**src/rtl/rv_boot_seq.sv**
```systemverilog
// rv_boot_seq: staggered per-core reset release with a per-core PC-stall watchdog.
module rv_boot_seq #(
  parameter int N_CORES = 4,
  parameter int GAP_W   = 16,
  parameter int WDOG_W  = 16
) (
  input  logic                  aclk,
  input  logic                  arstn,
  input  logic                  boot_start,
  input  logic                  abort,
  input  logic [N_CORES-1:0]    core_mask,
  input  logic [GAP_W-1:0]      gap_cfg,
  input  logic [WDOG_W-1:0]     stall_limit,
  input  logic [32*N_CORES-1:0] core_pc,
  output logic [N_CORES-1:0]    core_rstn,
  output logic [N_CORES-1:0]    core_hung,
  output logic                  boot_busy,
  output logic                  boot_done
);
  localparam int IW = N_CORES > 1 ? $clog2(N_CORES) : 1;
  localparam logic [IW-1:0] LAST = IW'(N_CORES - 1);
  typedef enum logic [2:0] {IDLE, STEP, WAIT, DONE, RUN} state_t;
  state_t               state_q, state_d;
  logic [IW-1:0]        idx_q, idx_d;
  logic [GAP_W-1:0]     cnt_q, cnt_d, gap_q, gap_d;
  logic [N_CORES-1:0]   mask_q, mask_d, rstn_q, rstn_d, hung_q;
  logic [WDOG_W-1:0]    wcnt_q [N_CORES];
  logic [31:0]          pc_q   [N_CORES];
  always_ff @(posedge aclk or negedge arstn) begin
    if (!arstn) begin
      state_q <= IDLE;
      idx_q   <= '0;
      cnt_q   <= '0;
      gap_q   <= '0;
      mask_q  <= '0;
      rstn_q  <= '0;
    end else begin
      state_q <= state_d;
      idx_q   <= idx_d;
      cnt_q   <= cnt_d;
      gap_q   <= gap_d;
      mask_q  <= mask_d;
      rstn_q  <= rstn_d;
    end
  end
  always_comb begin
    state_d = state_q;
    idx_d   = idx_q;
    cnt_d   = cnt_q;
    gap_d   = gap_q;
    mask_d  = mask_q;
    rstn_d  = rstn_q;
    case (state_q)
      IDLE: if (boot_start) begin
        mask_d  = core_mask;
        gap_d   = gap_cfg;
        idx_d   = '0;
        state_d = STEP;
      end
      STEP: begin
        if (mask_q[idx_q]) rstn_d[idx_q] = 1'b1;
        if (idx_q == LAST) state_d = DONE;
        else begin
          idx_d = idx_q + 1'b1;
          if (mask_q[idx_q] && gap_q != '0) begin
            cnt_d   = gap_q;
            state_d = WAIT;
          end
        end
      end
      WAIT: begin
        cnt_d = cnt_q - 1'b1;
        if (cnt_q == GAP_W'(1)) state_d = STEP;
      end
      DONE:    state_d = RUN;
      default: state_d = state_q;
    endcase
    if (abort) begin
      state_d = IDLE;
      idx_d   = '0;
      cnt_d   = '0;
      rstn_d  = '0;
    end
  end
  // Compare is one bit wider so a saturated counter never wraps into a match.
  always_ff @(posedge aclk or negedge arstn) begin
    if (!arstn) begin
      hung_q <= '0;
      for (int i = 0; i < N_CORES; i++) begin
        wcnt_q[i] <= '0;
        pc_q[i]   <= '0;
      end
    end else begin
      for (int i = 0; i < N_CORES; i++) begin
        pc_q[i] <= core_pc[32*i +: 32];
        if (abort) begin
          wcnt_q[i] <= '0;
          hung_q[i] <= 1'b0;
        end else if (!rstn_q[i] || core_pc[32*i +: 32] != pc_q[i]) begin
          wcnt_q[i] <= '0;
        end else begin
          wcnt_q[i] <= &wcnt_q[i] ? wcnt_q[i] : wcnt_q[i] + 1'b1;
          if (stall_limit != '0 && ({1'b0, wcnt_q[i]} + 1'b1) == {1'b0, stall_limit})
            hung_q[i] <= 1'b1;
        end
      end
    end
  end
  assign core_rstn = rstn_q;
  assign core_hung = hung_q;
  assign boot_busy = state_q == STEP || state_q == WAIT || state_q == DONE;
  assign boot_done = state_q == DONE;
endmodule
```
**config.mk**
```make
export PLATFORM = sky130hd
export DESIGN_NAME = rv_boot_seq
export DESIGN_NICKNAME = d
export VERILOG_FILES = /design/src/rtl/rv_boot_seq.sv
export SDC_FILE = /design/constraint.sdc
export NUM_CORES = 1
export LEC_CHECK = 0
export CAP_MARGIN = 15
export CELL_PAD_IN_SITES_DETAIL_PLACEMENT = 1
export CELL_PAD_IN_SITES_GLOBAL_PLACEMENT = 2
export CORE_UTILIZATION = 35
export CTS_CLUSTER_DIAMETER = 80
export DETAILED_ROUTE_END_ITERATION = 8
export PLACE_DENSITY_LB_ADDON = 0.15
export SLEW_MARGIN = 0
export SYNTH_ARGS = -nofsm -noshare
export SYNTH_HDL_FRONTEND = slang
export SYNTH_SLANG_ARGS = --single-unit
```
**constraint.sdc**
```tcl
create_clock -name aclk -period 3.7 [get_ports aclk]
set_input_delay 0.555 -clock aclk [delete_from_list [all_inputs] [get_ports aclk]]
set_output_delay 0.555 -clock aclk [all_outputs]
set_load 0.1 [all_outputs]
```
==> results.md, run 1 <==
- Summing the areas of all compound-gate instances in the mapped netlist gives slightly above 10% of the synthesized area.
- The via count of the first global-routing pass came to 9985.
- In this run the worst path has a maximum fanout of 9.
- The area share of the largest cell type after synthesis is approximately half.
- The post-CTS clock slew at the launch and capture registers of the worst setup and hold paths is ~60 ps.
- The reg-to-reg critical path endpoint is core_hung[0].
- The number of clock buffers inserted by TritonCTS is 29.
- The critical path data required time is around 4200 ps.
- The setup slack after layout is slightly above 800 ps.
- The switching power share of the total is 28.3%.
- The post-synthesis xor/xnor area fraction is 17.4%.
- The die covers 35500 µm².
- The antenna violation net count after detailed routing is 0.
- After detailed routing, the average wire length per cell comes to 19.2 µm.
- The initial antenna violation count came to 2.
- The final count of negative-setup-slack endpoints is 0.
- The final hold violation count is 0.
- The initialized floorplan defines 67 standard-cell rows.
- The proportion of register bits with asynchronous set or reset after synthesis is between 90% and 100%.
- The class of the worst hold path is input port to asynchronous set/reset pin.
- The final RePlAce weighted congestion is 0.813.
- The share of total power dissipated in the clock network is 40.4%.
- Internal power comes to 0.00549 W.
- The routed design has 34500 µm of wire.
- For this design the static power due to leakage is ~6.1 nW.
- The share of the Yosys chip area taken by registers is between 40% and 50%.
- At the worst endpoint, the arrival time is between 3000 and 4000 ps.
- 178 I/O pins were placed.
- Synthesis instantiated 70 different standard cells from the library.
- The flop-to-flop setup slack is 810 ps.
- TritonCTS built the clock tree.
- The run finished with clean final reports.
- The leftover overflow at the end of global routing is 0.
- The post-synthesis average cell area is 10.5 µm².
- The peak clock frequency supported by timing is 0.346 GHz.
- The cell area that synthesis handed to floorplanning was approximately 12000 µm².
- The worst-margin pin slew is roughly 1000 ps.
- The number of max-slew violations in the final report is 0.
- The cell sitting at the root of the clock tree is a sky130_fd_sc_hd__clkbuf_16.
- The total of buffers placed on input and output ports is 177.
- The top cell types in the final layout, fill and taps aside, are 241 x sky130_fd_sc_hd__dfrtp_1, 174 x sky130_fd_sc_hd__clkdlybuf4s50_1, 126 x sky130_fd_sc_hd__xnor2_1.
- The type of element launching the critical path is a flop.
- The maximum buffer depth of the clock tree is 3.
- Power comes to 0.00765 W.
- After technology mapping, the gate count stands at around 1200.
- The number of setup buffers added after CTS is 0.
- In the final timing run, aggregate negative setup slack is 0 ps.
- In this run, synthesis inferred 0 flip-flops with an integrated enable.
- The beginning of the worst register-to-register path is wcnt_q[48].
- The analysis attributes to net switching a power of 0.00217 W.
- In this run, post-CTS repair resized a total of 0 instances.
- Counting tap cells, the placed design contains a total of between 1500 and 2000 instances.
- The total power per unit cell area is 492 nW/µm².
- Setup repair after global routing left no endpoint under its margin.
- The clock reaches the later pin of the worst-skew pair after 570 ps.
- The first-pass GRT wire length is 56500 µm.
- The worst setup path is captured at a flop.
- The reported max-cap violation count is 0.
- The cell type with the largest total area after synthesis is sky130_fd_sc_hd__dfrtp_1.
- Ranked by total cell area, the synthesized netlist is headed by sky130_fd_sc_hd__dfrtp_1 50%, sky130_fd_sc_hd__xnor2_1 9.1%, sky130_fd_sc_hd__xor2_1 8.0%.
- Leaving out filler cells and counting taps, the final layout contains around 1800.
- The post-layout instance area is approximately 16000 µm².
- The global-route usage over all layers is 20.1%.
- Using the TritonRoute via totals, the vias-per-cell ratio works out to just over 5.
- The sequential group share of total power is 41.6%.
- The die is about 190 µm wide.
- The number of cells on the worst reg-to-reg path is 7.
- The count of TritonRoute iterations in the first routing pass is 4.
- In this run the number of H-tree levels came out at 1.
- The number of flip-flops and latches in the synthesized netlist is 241.
- Yosys printed 0 warnings.
- The DRC marker count from the first detailed-route iteration is 441.
- OpenSTA, run right after detailed placement, puts the worst setup slack at 564 ps.
- The start-to-end type of the worst setup path is flop to flop.
- VDD sags by at most 465 µV.
- The number of buffers inserted by hold repair at cts is 0.
- The die height is 188 µm.
- Cells with a size suffix above 1 make up under 10% of the layout.
- In this run, the combinational gates consume 18.0% of the power.
- At the end of the flow, the number of nets in the layout was around 1500.
- The area after detailed placement is roughly 14000 µm².
- Multiplexer cells account for 2.97% of the synthesized area.
- Summing the areas of all fa, ha and maj instances in the mapped netlist gives 1.03% of the synthesized area.
- The minimum period implied by the final worst setup slack is 2890 ps.
- The clock skew is 9.73 ps.
- Once detailed placement completed, the half-perimeter wirelength came to 25500 µm.
- The floorplan step defined a core boundary enclosing 33900 µm².
- The synthesized net count is 1332.
- The clock net in this run drives a total of 241 sinks.
- For this configuration, the core starts out at a cell density of 35.9%.
- After Yosys synthesis, and, or, nand and nor cells account for 16.2% of the synthesized area.
- The layout overhead on the synthesized area is 27.7%.
- In this run the tightest slew margin relative to its limit is between 20% and 30%.
- The worst path uses between 70% and 80% of the clock period.
- Leaving out fill and tap cells, the most frequent cell in the layout is sky130_fd_sc_hd__dfrtp_1.
- After detailed routing, the number of remaining DRC violations is 0.
- The largest net degree at the start of global routing is roughly 90.
- The most used flip-flop cell after synthesis is sky130_fd_sc_hd__dfrtp_1.
- By area, the combinational part of the netlist is dominated by XOR/XNOR gates.
- The count of vias placed by the detailed router is 9309.
## cell families after synthesis
| group | count (synthesis) |
|---|---|
| mux | 32 |
| simple gates | 356 |
| xor+xnor | 239 |
| buf+inv | 81 |
| compound gates | 195 |
| flops | 241 |
| fa+ha+maj | 10 |
## Yosys cell counts, drive strengths merged, types with 23 or more instances
library cell / number
dfrtp: 241
nor3: 32
nand3: 42
clkbuf: 48
xor2: 111
nor4: 39
nand2: 44
xnor2: 126
a21oi: 71
nor2: 70
mux2: 23
nand4: 41
o21ai: 43
## area by class of cell
type	instances	area [µm²]
Inverter	20	75.1
Tap cell	448	561
Antenna cell	1	2.50
Multi-Input combinational cell	832	5820
Clock buffer	40	877
Sequential cell	241	6030
Timing Repair Buffer	204	2000
Fill cell	3740	18300
Clock inverter	11	174
## power by group through the flow
stage	registers (W)	logic [W]	clock network (W)
finish	0.00318	0.00138	0.00309
CTS	0.00318	0.00140	0.00319
detailed placement	0.00323	0.00139	0
floorplan	0.00316	0.000848	0
global placement	0.00321	0.00137	0
global route	0.00322	0.00153	0.00329
## registers in the layout, indices dropped and copies added (netlist names)
name / flops
cnt_q: 16
core_hung: 4
core_rstn: 4
gap_q: 16
idx_q: 2
mask_q: 4
pc_q: 128
state_q: 3
wcnt_q: 64
## metal layers
metal | global-route usage (%) | vias up | share of wire [%]
li1 | - | 4468 | -
met1 | 27.4 | 4643 | 46
met2 | 33.3 | 152 | 48
met3 | 3.41 | 44 | 3.7
met4 | 4.34 | 2 | 1.8
met5 | 0 | - | 0.038
## per-stage QoR
step	utilization (%)	hold slack [ps]
6_report	45.9	1.04
5_1_grt	45.9	43.1
4_1_cts	45.9	31.5
3_5_place_dp	42.8	502
3_3_place_gp	42.8	490
2_1_floorplan	-	259
## critical path, cell delays in order (launching register included)
cell                      delay (ps)
sky130_fd_sc_hd__dfrtp_1         540
sky130_fd_sc_hd__ha_1            270
sky130_fd_sc_hd__nand4_4         180
sky130_fd_sc_hd__nor4_4          450
sky130_fd_sc_hd__nor3b_1         130
sky130_fd_sc_hd__or3_1           380
sky130_fd_sc_hd__or4_1           480
sky130_fd_sc_hd__o41ai_2         340
## how the worst max path moves through the flow
stage / slack, ps / startpoint / cells after the start / to
6_report: 810 / wcnt_q[48] / 7 / core_hung[0]
3_5_place_dp: 560 / stall_limit[6] / 6 / core_hung[0]
4_1_cts: 800 / wcnt_q[48] / 7 / core_hung[0]
3_3_place_gp: 660 / stall_limit[5] / 8 / core_hung[3]
5_1_grt: 630 / wcnt_q[48] / 7 / core_hung[0]
2_1_floorplan: 130 / state_q[0] / 3 / boot_done
Power figures use the tool's default switching activity.
==> run 2: changes to the inputs <==
- CORE_UTILIZATION: 35 -> 32
- clock period: 3.7 -> 2.45 ns (I/O delays scaled with it)
==> run 2 against run 1 <==
Compared with the run above: sequential share of layout area is 2.8 points lower; clock skew is 3.2 ps higher; register-to-register slack worse by 740 ps; combinational power is 63% higher; setup slack worse by 740 ps; final cell count is 11% higher; non-clock buffer count is 124 higher; maximum frequency is 22% higher; critical path depth stayed put; routed wire length is 5.4% higher; sequential power is 51% higher; via count is 6.2% higher.
==> results.md, run 2 (synthesis gave the netlist of run 1 again) <==
- The routing usage on met1 is 26.0% (was 27.4%).
- The final RePlAce weighted congestion is 0.839 (was 0.813).
- The final count of negative-setup-slack endpoints was 0 (unchanged).
- The class of the worst hold path is input port to asynchronous set/reset pin (unchanged).
- The flip-flop count of the largest register after layout is 128 (unchanged).
- The total power per unit cell area is 700 nW/µm² (was 492 nW/µm²).
- The normalized max-slew margin was 66.6% (was 29.8%).
- The worst setup timing slack at the placement stage is -365 ps (was 564 ps).
- The post-layout instance area was 16800 µm² (was 15500 µm²).
- The layout overhead on the synthesized area is 37.8% (was 27.7%).
- The sum of net half-perimeters after detailed placement was 27500 µm (was 25500 µm).
- CP cell instances: ha_4, nand4_4, nor4_4, nor3b_2, or3_1, or4_4, o41ai_2 (was ha_1, nand4_4, nor4_4, nor3b_1, or3_1, or4_1, o41ai_2).
- The reported max-cap violation count was 0 (unchanged).
- The area after detailed placement is 15400 µm² (was 14500 µm²).
- The I/O pin total is 178 (unchanged).
- The antenna violation net count after detailed routing is 0 (unchanged).
- The slowest cell on the critical path is sky130_fd_sc_hd__or4_4 (was sky130_fd_sc_hd__dfrtp_1).
- The global-route usage over all layers came to 19.1% (was 20.1%).
- Regs by FF count: pc_q: 128 flops, wcnt_q: 64 flops (unchanged).
- The count of vias placed by the detailed router came to 9888 (was 9309).
- The total of buffers placed on input and output ports is 177 (unchanged).
- The total die area is 38800 µm² (was 35500 µm²).
- The layout filler cell count came to 4062 (was 3740).
- The die boundary width is 197 µm (was 188 µm).
- The first-pass GRT wire length was 58100 µm (was 56500 µm).
- The largest fanout on the critical path was 4 (was 9).
- The buffer type at the clock tree root is sky130_fd_sc_hd__clkbuf_16 (unchanged).
- The via count of the first global-routing pass is 10500 (was 9985).
- The setup slack after layout is 72.9 ps (was 808 ps).
- The post-CTS clock slew at the launch and capture registers of the worst setup and hold paths is 60 ps (about the same).
- The total chip power is 0.0117 W (was 0.00765 W).
- Outcome: finished clean (unchanged).
- Highest-count cells in the layout ignoring fill and taps: 232 x sky130_fd_sc_hd__dfrtp_1, 166 x sky130_fd_sc_hd__clkdlybuf4s50_1, 152 x sky130_fd_sc_hd__buf_4 (was 241 x sky130_fd_sc_hd__dfrtp_1, 174 x sky130_fd_sc_hd__clkdlybuf4s50_1, 126 x sky130_fd_sc_hd__xnor2_1).
- The number of vias per cell was 4.97 (was 5.18).
- The part of the power in the clock network came to 40.0% (was 40.4%).
- The post-detailed-routing wire length is 36400 µm (was 34500 µm).
- The final hold violation count is 0 (unchanged).
- The minimum period implied by the final worst setup slack came to 2380 ps (was 2890 ps).
- The net switching power is 0.00338 W (was 0.00217 W).
- The setup TNS is 0 ps (unchanged).
- The highest-utilization routing layer at the global route stage was met2 (unchanged).
- The peak clock frequency supported by timing is 0.421 GHz (was 0.346 GHz).
- The post-route clock period utilization was 97.0% (was 78.2%).
- The met2 capacity usage during global routing is 31.0% (was 33.3%).
- The die height is 197 µm (was 188 µm).
- The met3 capacity usage during global routing was 3.53% (was 3.41%).
- The register name with the most flops is pc_q (unchanged).
- The largest net degree at the start of global routing is 64 (was 91).
- The number of nets in the final layout is 1631 (was 1506).
- The share of layout cells above drive strength 1 came to 19.2% (was 8.98%).
- The level count of the clock H-tree is 1 (unchanged).
- The maximum vdd ir drop was 545 µV (was 465 µV).
- The detail-routed net length per standard cell is 18.3 µm (was 19.2 µm).
- The maximum buffer depth of the clock tree is 3 (unchanged).
- The CTS sink count is 241 (unchanged).
- The CTS tree is done (unchanged).
- The source-to-sink clock delay at the later pin of the worst-skew pair is 580 ps (was 570 ps).
- The start-to-end type of the worst setup path was flop to flop (unchanged).
- The peak per-stage delay on the critical path is 480 ps (was 540 ps).
- The count of TritonRoute iterations in the first routing pass is 4 (unchanged).
- The DRC marker count from the first detailed-route iteration is 394 (was 441).
- The leading cell type in the layout, fill and taps excluded is sky130_fd_sc_hd__dfrtp_1 (unchanged).
- The critical path data required time is 2930 ps (was 4170 ps).
- The clock skew is 12.9 ps (was 9.73 ps).
- The worst path arrival time is 2860 ps (was 3360 ps).
- The endpoint kind of the worst setup timing path is a flop (unchanged).
- The leakage power figure is 6.75 nW (was 6.10 nW).
- The area inside the core boundary is 37600 µm² (was 33900 µm²).
- The effective utilization at floorplan is 32.4% (was 35.9%).
- The leftover overflow at the end of global routing is 0 (unchanged).
- The type of element launching the critical path is a flop (unchanged).
- The internal cell power is 0.00837 W (was 0.00549 W).
- The number of cell rows is 71 (was 67).
- The worst-margin pin slew is 496 ps (was 1050 ps).
- The switching power share of the total is 28.7% (was 28.3%).
- The number of max-slew violations in the final report came to 0 (unchanged).
- The sequential group share of total power is 40.9% (was 41.6%).
- The initial antenna violation count came to 2 (unchanged).
- The combined buffer and inverter count along the critical path was 0 (unchanged).
- The detailed-route DRC error count came to 0 (unchanged).
- The cell family with the largest share of critical-path delay is simple AND/OR/NAND/NOR gates (unchanged).
- The number of clock buffers inserted by TritonCTS is 30 (was 29).
- The share of total power in combinational logic was 19.1% (was 18.0%).
-- run 2: changes by cell type in the layout (fill, tap and decap cells not counted), sizes merged --
cell	change
buf	+131
clkdlybuf4s50	-8
clkinv	+5
diode	+1
dlygate4sd3	+1
inv	-1
-- run 2: cell type report --
type                    instances  area (µm²)  share of cell area [%]
well taps                     511         639                    3.81
clock buffers                  40         848                    5.06
flip-flops and latches        241        6040                    36.0
inverters                      20        75.1                   0.448
diodes                          2        5.00                  0.0298
clock inverters                15         211                    1.26
multi-input cells             832        5990                    35.7
repair buffers                328        2960                    17.7
-- run 2: metal layers --
| layer | wire length [µm] | vias to the layer above |
|---|---|---|
| met3 | 1390 | 60 |
| met2 | 17300 | 142 |
| met1 | 16800 | 4955 |
| met5 | 0 | - |
| met4 | 978 | 0 |
| li1 | - | 4731 |
-- run 2: per-stage QoR --
step / utilization (%) / std cells / hold WS (ps)
2_1_floorplan: - / 1154 / 71.9
4_1_cts: 44.1 / 1980 / 233
6_report: 44.6 / 1989 / 256
3_3_place_gp: 41.1 / 1923 / 269
3_5_place_dp: 41.1 / 1923 / 270
5_1_grt: 44.6 / 1987 / 240
-- run 2: power by group through the flow --
stage                     clock [W]  sequential, W  combinational [W]
final                       0.00469        0.00480            0.00225
after global routing        0.00501        0.00487            0.00249
after CTS                   0.00486        0.00481            0.00228
after detailed placement          0        0.00488            0.00227
after global placement            0        0.00486            0.00224
after floorplan                   0        0.00478            0.00128
-- run 2: path summary, 6_finish.rpt --
kind | from | to | slack [ps] | cells past startpoint
setup / recovery | wcnt_q[49] | core_hung[0] | 70 | 7
hold / removal | arstn | pc_q[65] | 260 | 2
setup reg to reg | wcnt_q[49] | core_hung[0] | 70 | 7
hold reg to reg | mask_q[1] | mask_q[1] | 500 | 1
max in group asynchronous | arstn | wcnt_q[17] | 1510 | 3
min in group aclk | core_pc[52] | pc_q[84] | 270 | 1
-- run 2: repair_timing --
item                                    4_1_cts  5_1_grt
buffers inserted                              1        7
cloned                                        0        0
gates resized for setup                      10       34
hold endpoints to repair                     32        0
hold buffers                                  1        0
pin swaps                                     1       10
endpoints found under the setup margin        3        5
==> run 3: changes to the inputs <==
- MAX_ROUTING_LAYER: default -> met4
==> run 3 against run 2 <==
Compared with the run above: sequential power is essentially flat; routed wire length about the same; die area unchanged; clock skew is 2.0 ps higher; final cell count did not move; highest routed layer unchanged.
==> results.md, run 3 (synthesis gave the netlist of run 1 again) <==
- The critical path data required time is 2930 ps (about the same).
- The setup TNS is 0 ps (unchanged).
- The layout overhead on the synthesized area came to 37.8% (about the same).
- The post-CTS clock slew at the launch and capture registers of the worst setup and hold paths was 60 ps (about the same).
- The total of buffers placed on input and output ports is 177 (unchanged).
- The clock skew is 14.9 ps (was 12.9 ps).
- The worst-margin pin slew is 520 ps (was 496 ps).
- The net switching power is 0.00337 W (was 0.00338 W).
- The part of the power in the clock network is 39.9% (was 40.0%).
- The source-to-sink clock delay at the later pin of the worst-skew pair is 580 ps (about the same).
- The DRC marker count from the first detailed-route iteration is 404 (was 394).
- The I/O pin total is 178 (unchanged).
- The final count of negative-setup-slack endpoints is 0 (unchanged).
- The maximum vdd ir drop is 543 µV (was 545 µV).
- The count of TritonRoute iterations in the first routing pass was 4 (unchanged).
- The normalized max-slew margin is 65.0% (was 66.6%).
- The total power per unit cell area is 700 nW/µm² (about the same).
- The start-to-end type of the worst setup path is flop to flop (unchanged).
- The post-route clock period utilization came to 97.3% (was 97.0%).
- The register name with the most flops is pc_q (unchanged).
- The leakage power figure came to 6.76 nW (was 6.75 nW).
- The detail-routed net length per standard cell is 18.3 µm (about the same).
- The flip-flop count of the largest register after layout is 128 (unchanged).
- The minimum period implied by the final worst setup slack is 2380 ps (about the same).
- The final RePlAce weighted congestion came to 0.852 (was 0.839).
- The maximum buffer depth of the clock tree is 3 (unchanged).
- The leftover overflow at the end of global routing is 0 (unchanged).
- Regs by FF count: pc_q: 128 flops, wcnt_q: 64 flops (unchanged).
- The share of layout cells above drive strength 1 came to 19.2% (unchanged).
- Highest-count cells in the layout ignoring fill and taps: 232 x sky130_fd_sc_hd__dfrtp_1, 166 x sky130_fd_sc_hd__clkdlybuf4s50_1, 152 x sky130_fd_sc_hd__buf_4 (unchanged).
- The area inside the core boundary is 37600 µm² (unchanged).
- The CTS sink count is 241 (unchanged).
- The first-pass GRT wire length was 58100 µm (about the same).
- The level count of the clock H-tree was 1 (unchanged).
- The number of max-slew violations in the final report is 0 (unchanged).
- The type of element launching the critical path was a flop (unchanged).
- The switching power share of the total is 28.7% (about the same).
- The peak clock frequency supported by timing is 0.419 GHz (was 0.421 GHz).
- The share of total power in combinational logic was 19.1% (about the same).
- The endpoint kind of the worst setup timing path is a flop (unchanged).
- The detailed-route DRC error count is 0 (unchanged).
- The total die area is 38800 µm² (unchanged).
- The largest fanout on the critical path is 4 (unchanged).
- The die boundary width is 197 µm (unchanged).
- The effective utilization at floorplan is 32.4% (unchanged).
- The CTS tree is done (unchanged).
- The die height is 197 µm (unchanged).
- The number of cell rows came to 71 (unchanged).
- The number of clock buffers inserted by TritonCTS is 30 (unchanged).
- The initial antenna violation count came to 2 (unchanged).
- The sequential group share of total power came to 40.9% (about the same).
- The worst path arrival time is 2860 ps (about the same).
- The reported max-cap violation count is 0 (unchanged).
- The global-route usage over all layers is 19.7% (was 19.1%).
- The buffer type at the clock tree root was sky130_fd_sc_hd__clkbuf_16 (unchanged).
- The final hold violation count came to 0 (unchanged).
- The sum of net half-perimeters after detailed placement was 27500 µm (unchanged).
- The number of nets in the final layout is 1631 (unchanged).
- The leading cell type in the layout, fill and taps excluded is sky130_fd_sc_hd__dfrtp_1 (unchanged).
- The post-detailed-routing wire length was 36400 µm (about the same).
- The via count of the first global-routing pass is 10500 (about the same).
- Outcome: finished clean (unchanged).
- The largest net degree at the start of global routing is 64 (unchanged).
- The post-route worst hold slack is 261 ps (was 256 ps).
- The antenna violation net count after detailed routing is 0 (unchanged).
- The class of the worst hold path is input port to asynchronous set/reset pin (unchanged).
- The internal cell power is 0.00837 W (unchanged).
- The count of vias placed by the detailed router is 9843 (was 9888).
- The number of vias per cell is 4.95 (was 4.97).
run 3: cell counts in the layout (fill, tap and decap cells not counted):
No cell type changed its count.
run 3: what timing repair did:
| action | CTS | global route |
|---|---|---|
| endpoints found under the hold margin | 32 | 0 |
| endpoints found under the setup margin | 3 | 5 |
| cloned | 0 | 0 |
| pin swaps | 1 | 10 |
| hold buffers | 1 | 0 |
| buffers inserted | 1 | 7 |
| resized for setup | 10 | 35 |
run 3: power groups by stage:
stage	clock network (W)	registers [W]	logic (W)
floorplan	0	0.00478	0.00128
global placement	0	0.00486	0.00224
detailed placement	0	0.00488	0.00227
CTS	0.00486	0.00481	0.00228
global route	0.00501	0.00487	0.00250
finish	0.00469	0.00480	0.00224
run 3: cell type report:
| cell class | count | area (µm²) |
|---|---|---|
| antenna | 2 | 5.00 |
| clock buffer | 40 | 848 |
| clock inverter | 15 | 211 |
| fill | 4063 | 20800 |
| inverter | 20 | 75.1 |
| multi-input combinational | 832 | 5990 |
| sequential | 241 | 6040 |
| tap | 511 | 639 |
| timing repair buffer | 328 | 2960 |
run 3: final timing paths:
| path | start | endpoint | slack, ps | cells past startpoint |
|---|---|---|---|---|
| setup / recovery | wcnt_q[49] | core_hung[0] | 70 | 7 |
| hold / removal | arstn | pc_q[65] | 260 | 2 |
| setup reg to reg | wcnt_q[49] | core_hung[0] | 70 | 7 |
| hold reg to reg | mask_q[1] | mask_q[1] | 500 | 1 |
| max in group asynchronous | arstn | wcnt_q[51] | 1510 | 3 |
| min in group aclk | core_pc[52] | pc_q[84] | 270 | 1 |
run 3: through the flow:
stage / utilization [%] / total power (W) / instance area, µm² / cells / setup WS (ps)
3_3_place_gp: 41.1 / 0.00710 / 15400 / 1923 / -348
5_1_grt: 44.6 / 0.0124 / 16800 / 1989 / -19.4
3_5_place_dp: 41.1 / 0.00714 / 15400 / 1923 / -365
4_1_cts: 44.1 / 0.0120 / 16600 / 1980 / 3.83
6_report: 44.6 / 0.0117 / 16800 / 1989 / 65.7
2_1_floorplan: - / 0.00606 / 12200 / 1154 / 8.47
run 3: per-layer routing:
metal / part of all wire [%] / vias to the layer above / track usage [%]
met1: 46 / 4912 / 26.0
met4: 2.7 / 0 / 5.31
met5: 0 / - / -
li1: - / 4726 / -
met2: 47 / 147 / 31.1
met3: 4.2 / 58 / 3.50
run 3: critical path, cell delays in order, from the launching register on:
cell and delay (ps):
sky130_fd_sc_hd__dfrtp_1 410, sky130_fd_sc_hd__ha_4 180, sky130_fd_sc_hd__nand4_4 130, sky130_fd_sc_hd__nor4_4 350
sky130_fd_sc_hd__nor3b_2 90, sky130_fd_sc_hd__or3_1 320, sky130_fd_sc_hd__or4_4 480, sky130_fd_sc_hd__o41ai_2 310
